[src/rtl/player_input_conditioner.sv]
// Player input conditioner: synchronise, debounce and latch raw keys,
// then publish one mirrored, direction-resolved snapshot per frame tick.
//
// Ports:
//   sys_clk        sole clock, rising edge
//   sys_rst_n      asynchronous active-low reset
//   frame_clk      frame-rate square wave; each rising edge is a tick
//   raw_buttons    board keys, active-low, asynchronous
//   facing_left    1 = WF/WB keys swap meaning (sampled on tick)
//   player_buttons active-high snapshot, held between ticks
//   press_edges    buttons newly pressed since previous snapshot
//   frame_valid    one-cycle pulse when a new snapshot appears
module player_input_conditioner #(
    parameter int INPUT_DEPTH     = 5,
    parameter int DEBOUNCE_CYCLES = 16,
    parameter int WB_BUTTON       = 3,
    parameter int WF_BUTTON       = 4
) (
    input  logic                   sys_clk,
    input  logic                   sys_rst_n,
    input  logic                   frame_clk,
    input  logic [INPUT_DEPTH-1:0] raw_buttons,
    input  logic                   facing_left,
    output logic [INPUT_DEPTH-1:0] player_buttons,
    output logic [INPUT_DEPTH-1:0] press_edges,
    output logic                   frame_valid
);

    localparam int CW =
        (DEBOUNCE_CYCLES > 1) ? $clog2(DEBOUNCE_CYCLES) : 1;
    localparam logic [CW-1:0] CNT_LAST = CW'(DEBOUNCE_CYCLES - 1);

    logic [INPUT_DEPTH-1:0] btn_s1;
    logic [INPUT_DEPTH-1:0] btn_s2;
    logic [INPUT_DEPTH-1:0] sync;
    logic [INPUT_DEPTH-1:0] stable;
    logic [INPUT_DEPTH-1:0] stable_q;
    logic [INPUT_DEPTH-1:0] rise;
    logic [INPUT_DEPTH-1:0] latch;
    logic [INPUT_DEPTH-1:0] held;
    logic [INPUT_DEPTH-1:0] fresh;
    logic [CW-1:0]          cnt [INPUT_DEPTH];
    logic                   frm_s1;
    logic                   frm_s2;
    logic                   frm_d;
    logic                   tick;

    // Keys are active-low; released (1) is the safe reset level.
    assign sync  = ~btn_s2;
    assign rise  = stable & ~stable_q;
    assign tick  = frm_s2 & ~frm_d;
    // A rise on the tick cycle is folded straight into this capture.
    assign fresh = latch | rise;
    assign held  = stable | fresh;

    // Mirror WF/WB for facing, then cancel opposing directions.
    function automatic logic [INPUT_DEPTH-1:0] shape(
        input logic [INPUT_DEPTH-1:0] v,
        input logic                   left
    );
        logic [INPUT_DEPTH-1:0] r;
        r = v;
        if (left) begin
            r[WF_BUTTON] = v[WB_BUTTON];
            r[WB_BUTTON] = v[WF_BUTTON];
        end
        if (r[WF_BUTTON] && r[WB_BUTTON]) begin
            r[WF_BUTTON] = 1'b0;
            r[WB_BUTTON] = 1'b0;
        end
        return r;
    endfunction

    always_ff @(posedge sys_clk or negedge sys_rst_n) begin
        if (!sys_rst_n) begin
            btn_s1 <= '1;
            btn_s2 <= '1;
            frm_s1 <= 1'b1;
            frm_s2 <= 1'b1;
            frm_d  <= 1'b1;
        end else begin
            btn_s1 <= raw_buttons;
            btn_s2 <= btn_s1;
            frm_s1 <= frame_clk;
            frm_s2 <= frm_s1;
            frm_d  <= frm_s2;
        end
    end

    always_ff @(posedge sys_clk or negedge sys_rst_n) begin
        if (!sys_rst_n) begin
            stable   <= '0;
            stable_q <= '0;
            for (int i = 0; i < INPUT_DEPTH; i++) begin
                cnt[i] <= '0;
            end
        end else begin
            stable_q <= stable;
            for (int i = 0; i < INPUT_DEPTH; i++) begin
                if (sync[i] == stable[i]) begin
                    cnt[i] <= '0;
                end else if (cnt[i] == CNT_LAST) begin
                    stable[i] <= ~stable[i];
                    cnt[i]    <= '0;
                end else begin
                    cnt[i] <= cnt[i] + 1'b1;
                end
            end
        end
    end

    always_ff @(posedge sys_clk or negedge sys_rst_n) begin
        if (!sys_rst_n) begin
            latch          <= '0;
            player_buttons <= '0;
            press_edges    <= '0;
            frame_valid    <= 1'b0;
        end else if (tick) begin
            latch          <= '0;
            player_buttons <= shape(held, facing_left);
            press_edges    <= shape(fresh, facing_left);
            frame_valid    <= 1'b1;
        end else begin
            latch       <= latch | rise;
            frame_valid <= 1'b0;
        end
    end

endmodule

[config.mk]
export PLATFORM = sky130hd
export DESIGN_NAME = player_input_conditioner
export DESIGN_NICKNAME = d
export VERILOG_FILES = /design/src/rtl/player_input_conditioner.sv
export SDC_FILE = /design/constraint.sdc
export NUM_CORES = 1
export LEC_CHECK = 0
export CAP_MARGIN = 15
export CORE_ASPECT_RATIO = 1.1
export CORE_MARGIN = 2
export CORE_UTILIZATION = 45
export CTS_BUF_LIST = sky130_fd_sc_hd__clkbuf_4 sky130_fd_sc_hd__clkbuf_8 sky130_fd_sc_hd__clkbuf_16
export DETAILED_ROUTE_END_ITERATION = 7
export HOLD_SLACK_MARGIN = 0.15
export REMOVE_ABC_BUFFERS = 1
export SLEW_MARGIN = 30
export SYNTH_ARGS = -nofsm -noshare
export SYNTH_HDL_FRONTEND = slang
export SYNTH_SLANG_ARGS = --single-unit
[constraint.sdc]
create_clock -name sys_clk -period 1.7 [get_ports sys_clk]
set_input_delay 0.34 -clock sys_clk [delete_from_list [all_inputs] [get_ports sys_clk]]
set_output_delay 0.34 -clock sys_clk [all_outputs]
set_load 0.005 [all_outputs]
# Word level (Yosys, flattened, before mapping)
# Index checks and enable logic that the tools add are counted.
dict set report word_totals {
  register_bits 59
  inputBits 9
  wordCells 77
}
dict set report op_classes {
  add_sub_neg 5
  eq_ne 10
  mux 18
  bitwise 17
  reduce_logical 7
}
# op count
set ops {}
lappend ops {{$mux 4} 10}
lappend ops {{$add 4x1->4 const B} 5}
lappend ops {{$eq 4x4->1 const B} 5}
lappend ops {{$mux 2} 6}
lappend ops {{$not 1->1} 11}
lappend ops {{$not 5->5} 2}
lappend ops {{$or 5x5->5} 2}
lappend ops {{$reduce_and 2->1} 5}
lappend ops {{$and 5x5->5} 1}
lappend ops {{$eq 1x1->1} 5}
lappend ops {{$mux 5} 1}
lappend ops {{$logic_and 1x1->1} 2}
lappend ops {{$and 1x1->1} 1}
lappend ops {{$mux 1} 1}

# Longest topological paths before layout
dict set report logic_depth {
  ltp_word 8
  ltp_mapped 5
}

# Worst setup path before layout
# No wires, ideal clock.
dict set report synth_timing {
  path_type {reg2reg}
  start {register latch[3]}
  end {register player_buttons[3]}
  arrival_time_ns 1.128
  path_slack_ns 0.491
  stages_incl_launch_ff 4
  n_path_buf 1
  period_less_slack_ns 1.209
  path_cell_list {dfrtp_1 buf_6 or4_4 a31oi_2}
}
dict set report synth_between {
  elab_chain_cells 6
}
# item line_no
set synth_lines {}
lappend synth_lines {{start, declared} 39} ;# logic [INPUT_DEPTH-1:0] latch;
lappend synth_lines {{start signal, assigned} 124} ;# latch <= latch | rise;
lappend synth_lines {{$or 5x5->5 (*)} 53} ;# assign fresh = latch | rise;
lappend synth_lines {{$or 5x5->5 (*)} 54} ;# assign held = stable | fresh;
lappend synth_lines {{$mux 2 (*)} 63} ;# if (left) begin
lappend synth_lines {{$mux 2 (*)} 118} ;# end else if (tick) begin
lappend synth_lines {{$logic_and 1x1->1} 67} ;# if (r[WF_BUTTON] && r[WB_BUTTON]) begin
lappend synth_lines {{$mux 2 (*)} 67}
lappend synth_lines {{end signal, assigned} 120} ;# player_buttons <= shape(held, facing_left);
lappend synth_lines {{end, declared} 24} ;# output logic [INPUT_DEPTH-1:0] player_buttons,
# Every way passes the cells marked *; elsewhere a longest branch is shown, timed or not. The select of a mux whose other input is x is not followed.
# A chain may end at the register's enable or synchronous reset.

# Worst setup path in the final report
dict set report layout_timing {
  start {register player_buttons[3]}
  end {output port player_buttons[3]}
}
# No word-level cell between the ends.

==> flow_summary_export.csv <==
group,metric,value,unit
global_routing,first_global_vias,1533,
run_status,run_status,"complete, no violations",
hold_path,min_path_type,"flop to flop",
setup_path,cp_cell_sequence,"clkdlybuf4s50_1",
power,pwr_density_cell,1101,nW/um^2
sta,min_period,1.523,ns
flow_run,maxCapViolCount,0,
cts,clockBufferDepth,2,
global_routing,grt_pass1_wl,6506,microns
detailed_routing,via_per_inst,5.240,
setup_path,startpoint_type,"flop",
setup_path,crit_arrival,1.18,ns
power,peakVddDrop,0.5986,mV
cts,cts_tree,"built",
detailed_routing,first_iter_violations,57,
place,hpwl,2478,microns
cts,h-tree-depth,3,
setup_path,cp_max_fo,2,
detailed_routing,drc,0,
synth,synth_cell_type_count,28,
floorplan,die-area,5526,sq um
synth,netlist_area,2226,sq um
setup_path,timing.critical_path.buf_inv,1,
floorplan,core_area,4717,sq um
cts,numClockSinks,59,
detailed_routing,drt-pass1-iter-count,7,
floorplan,num_rows,26,
global_routing,antenna_found_initial,0,
cts,clkTransAtPathRegs,0.06,ns
sta,tightest_slew,0.3436,ns
hold_path,hold_path_end,"btn_s2[2]",
setup_path,reg2reg_from,"cnt[16]",
sta,tns,0,ns
global_routing,grt_max_degree,60,
detailed_routing,vias,1441,
setup_path,end_kind,"output pin",
floorplan,num_io_pins,20,
final_layout,synthToLayoutAreaGrowth,21.70,%
final_layout,diodes,0,
sta,holdWs,0.3554,ns
floorplan,start_util,0.4719,
global_routing,grt_overflow_total,0,
cts,clk_latency,0.32,ns
hold_path,whs_path_depth,0,
synth,yosysWarnings,0,
setup_path,crit_required,1.36,ns
sta,period_share,0.8957,
synth,yosys-mux-area-fraction,0,
detailed_routing,drtAntennaViolNets,0,
detailed_routing,totalWireLength,3630,microns
synth,yosys.area_share.adder,0.02811,
power,p_leak,1.205,nW
sta,skew,0.004940,ns
floorplan,die_x,71.06,microns
hold_path,hp-start,"btn_s1[2]",
setup_path,cp_slowest_stage_delay,0.50,ns
cts,cts_made_buffers,9,
detailed_routing,routedWlPerCell,13.20,microns
final_layout,layout-drive-gt1-share,0.1781,
setup_path,r2r_end,"cnt[19]",
synth,synth_compound_area_frac,0.1130,
sta,timing.slew.headroom,0.7705,
synth,syn_avg_cell_area,12.16,sq um
setup_path,cpMaxStageDelayCell,"clkdlybuf4s50_1",
synth,synth-simple-area-share,0.1152,
sta,finalHoldViolCount,0,
global_routing,grt_usage,0.1558,
synth,synth-seq-cells,59,
sta,maxSlewViolCount,0,
setup_path,r2r_slack,0.46,ns
place,gp_congestion,0.7205,
cts,ctsRootBufferMaster,"clkbuf_8",
sta,finalSetupViolCount,0,
place,port_buffers,19,
floorplan,die_h,77.77,microns
sta,fmax,0.6568,GHz
setup_path,cpLargestDelayFamily,"buffers and inverters",
sta,rsz0062_at_grt,"no",
cts,postCtsSetupBuffers,0,
setup_path,r2r.worst_path.cells,3,
synth,synth_xor_area_frac,0.03935,
final_layout,finalNetCount,228,
synth,synth_top_family_by_area,"simple AND/OR/NAND/NOR gates",
synth,yosysSeqAreaShare,0.6706,
synth,synth_cells,183,
setup_path,critPathKind,"flop to output pin",
[cell families after synthesis]
family / Yosys count
buffers and inverters: 17
xor gates and xnor gates: 10
DFF: 59
and+or+nand+nor: 52
AOI/OAI and AO/OA: 40
adders and majority gates: 5
[timing repair]
item	4_1_cts	5_1_grt
gates resized for setup	0	0
hold buffers	1	0
hold endpoints to repair	46	0
[per-stage QoR]
step / setup WS, ns / cell area (sq um) / total power, mW / std cells / utilization
after global placement: 0.07963 / 2500 / 1.786 / 258 / 0.5300
after global routing: 0.1058 / 2709 / 3.123 / 275 / 0.5743
after CTS: 0.1473 / 2709 / 3.023 / 275 / 0.5743
after floorplan: -0.07436 / 2200 / 1.656 / 179 / -
after detailed placement: 0.05755 / 2500 / 1.804 / 258 / 0.5300
final: 0.1774 / 2709 / 2.982 / 275 / 0.5743
[layer usage]
metal,share of wire,wire length (microns),GRT usage
met1,0.43,1564,0.1675
met2,0.52,1901,0.2617
met3,0.040,147,0.04805
met4,0.0047,17,0.1019
met5,0,0,0
[worst max-delay path by stage]
stage                           start                end  slack, ns  cells past startpoint
finish              player_buttons[3]  player_buttons[3]       0.18                      1
global route        player_buttons[3]  player_buttons[3]       0.11                      1
CTS                 player_buttons[3]  player_buttons[3]       0.15                      1
detailed placement        facing_left  player_buttons[3]       0.06                      4
global placement          facing_left  player_buttons[3]       0.08                      4
floorplan                      frm_s2  player_buttons[3]      -0.07                      3
[final cells by class]
type	count	area [sq um]
fill	390	2008
timing repair buffer	24	237.7
inverter	13	48.80
sequential	59	1493
clock inverter	1	5.005
multi-input combinational	107	660.6
tap	56	70.07
clock buffer	15	193.9
[sequential cells by signal, summed over array words and instances (netlist names)]
signal / count
frm_s2: 1
btn_s1: 5
cnt: 20
press_edges: 5
frame_valid: 1
player_buttons: 5
latch: 5
frm_s1: 1
btn_s2: 5
stable: 5
frm_d: 1
stable_q: 5
[synthesized netlist by cell type, drive strengths merged]
| library cell | instances | area share |
|---|---|---|
| a2111o | 2 | 0.010 |
| nand2b | 1 | 0.0039 |
| xnor2 | 5 | 0.020 |
| o2111ai | 2 | 0.0079 |
| xor2 | 5 | 0.020 |
| ha | 5 | 0.028 |
| nand2 | 5 | 0.0084 |
| a21oi | 16 | 0.036 |
| buf | 4 | 0.012 |
| a31oi | 6 | 0.020 |
| inv | 13 | 0.022 |
| nor3b | 5 | 0.017 |
| a311oi | 2 | 0.0079 |
| nand3 | 5 | 0.011 |
| nor2b | 2 | 0.0056 |
| a21o | 2 | 0.0067 |
| nand4b | 3 | 0.012 |
| dfstp | 13 | 0.15 |
| or4 | 2 | 0.0084 |
| dfrtp | 46 | 0.52 |
| nor2 | 29 | 0.049 |
| o21ai | 8 | 0.018 |
| o211ai | 2 | 0.0067 |
[cell usage in the layout (no fill, tap or decap), types with 2 or more instances in the layout]
| cell type | netlist | final |
|---|---|---|
| nor3b_1 | 5 | 5 |
| a21oi_1 | 16 | 16 |
| xor2_1 | 5 | 5 |
| dfrtp_1 | 46 | 46 |
| xnor2_1 | 5 | 5 |
| inv_1 | 12 | 12 |
| o21ai_1 | 5 | 5 |
| o2111ai_1 | 2 | 2 |
| nand4b_1 | 3 | 3 |
| a21o_1 | 2 | 2 |
| a2111o_1 | 2 | 2 |
| a31oi_1 | 5 | 5 |
| dfstp_2 | 13 | 13 |
| nand3_1 | 5 | 5 |
| o211ai_1 | 2 | 2 |
| nor2_1 | 29 | 29 |
| a311oi_1 | 2 | 2 |
| nand2_1 | 5 | 5 |
| buf_4 | 0 | 3 |
| clkdlybuf4s50_1 | 0 | 18 |
| ha_1 | 5 | 5 |
| clkbuf_4 | 0 | 2 |
| clkbuf_8 | 0 | 13 |
| o21ai_0 | 3 | 3 |
[power breakdown]
| part | internal, mW | leakage, nW | total (mW) | switching, mW |
|---|---|---|---|---|
| clock network | 0.719 | 0.107 | 1.20 | 0.485 |
| registers | 1.49 | 0.746 | 1.55 | 0.0538 |
| logic | 0.125 | 0.352 | 0.232 | 0.107 |
| total | 2.34 | 1.21 | 2.98 | 0.646 |
[worst reg2reg max path, stage by stage (launching register included)]
cell      delay (ns)
dfrtp_1         0.41
ha_1            0.25
a21o_1          0.17
a311oi_1        0.29
(Power assumes the default switching activity.)
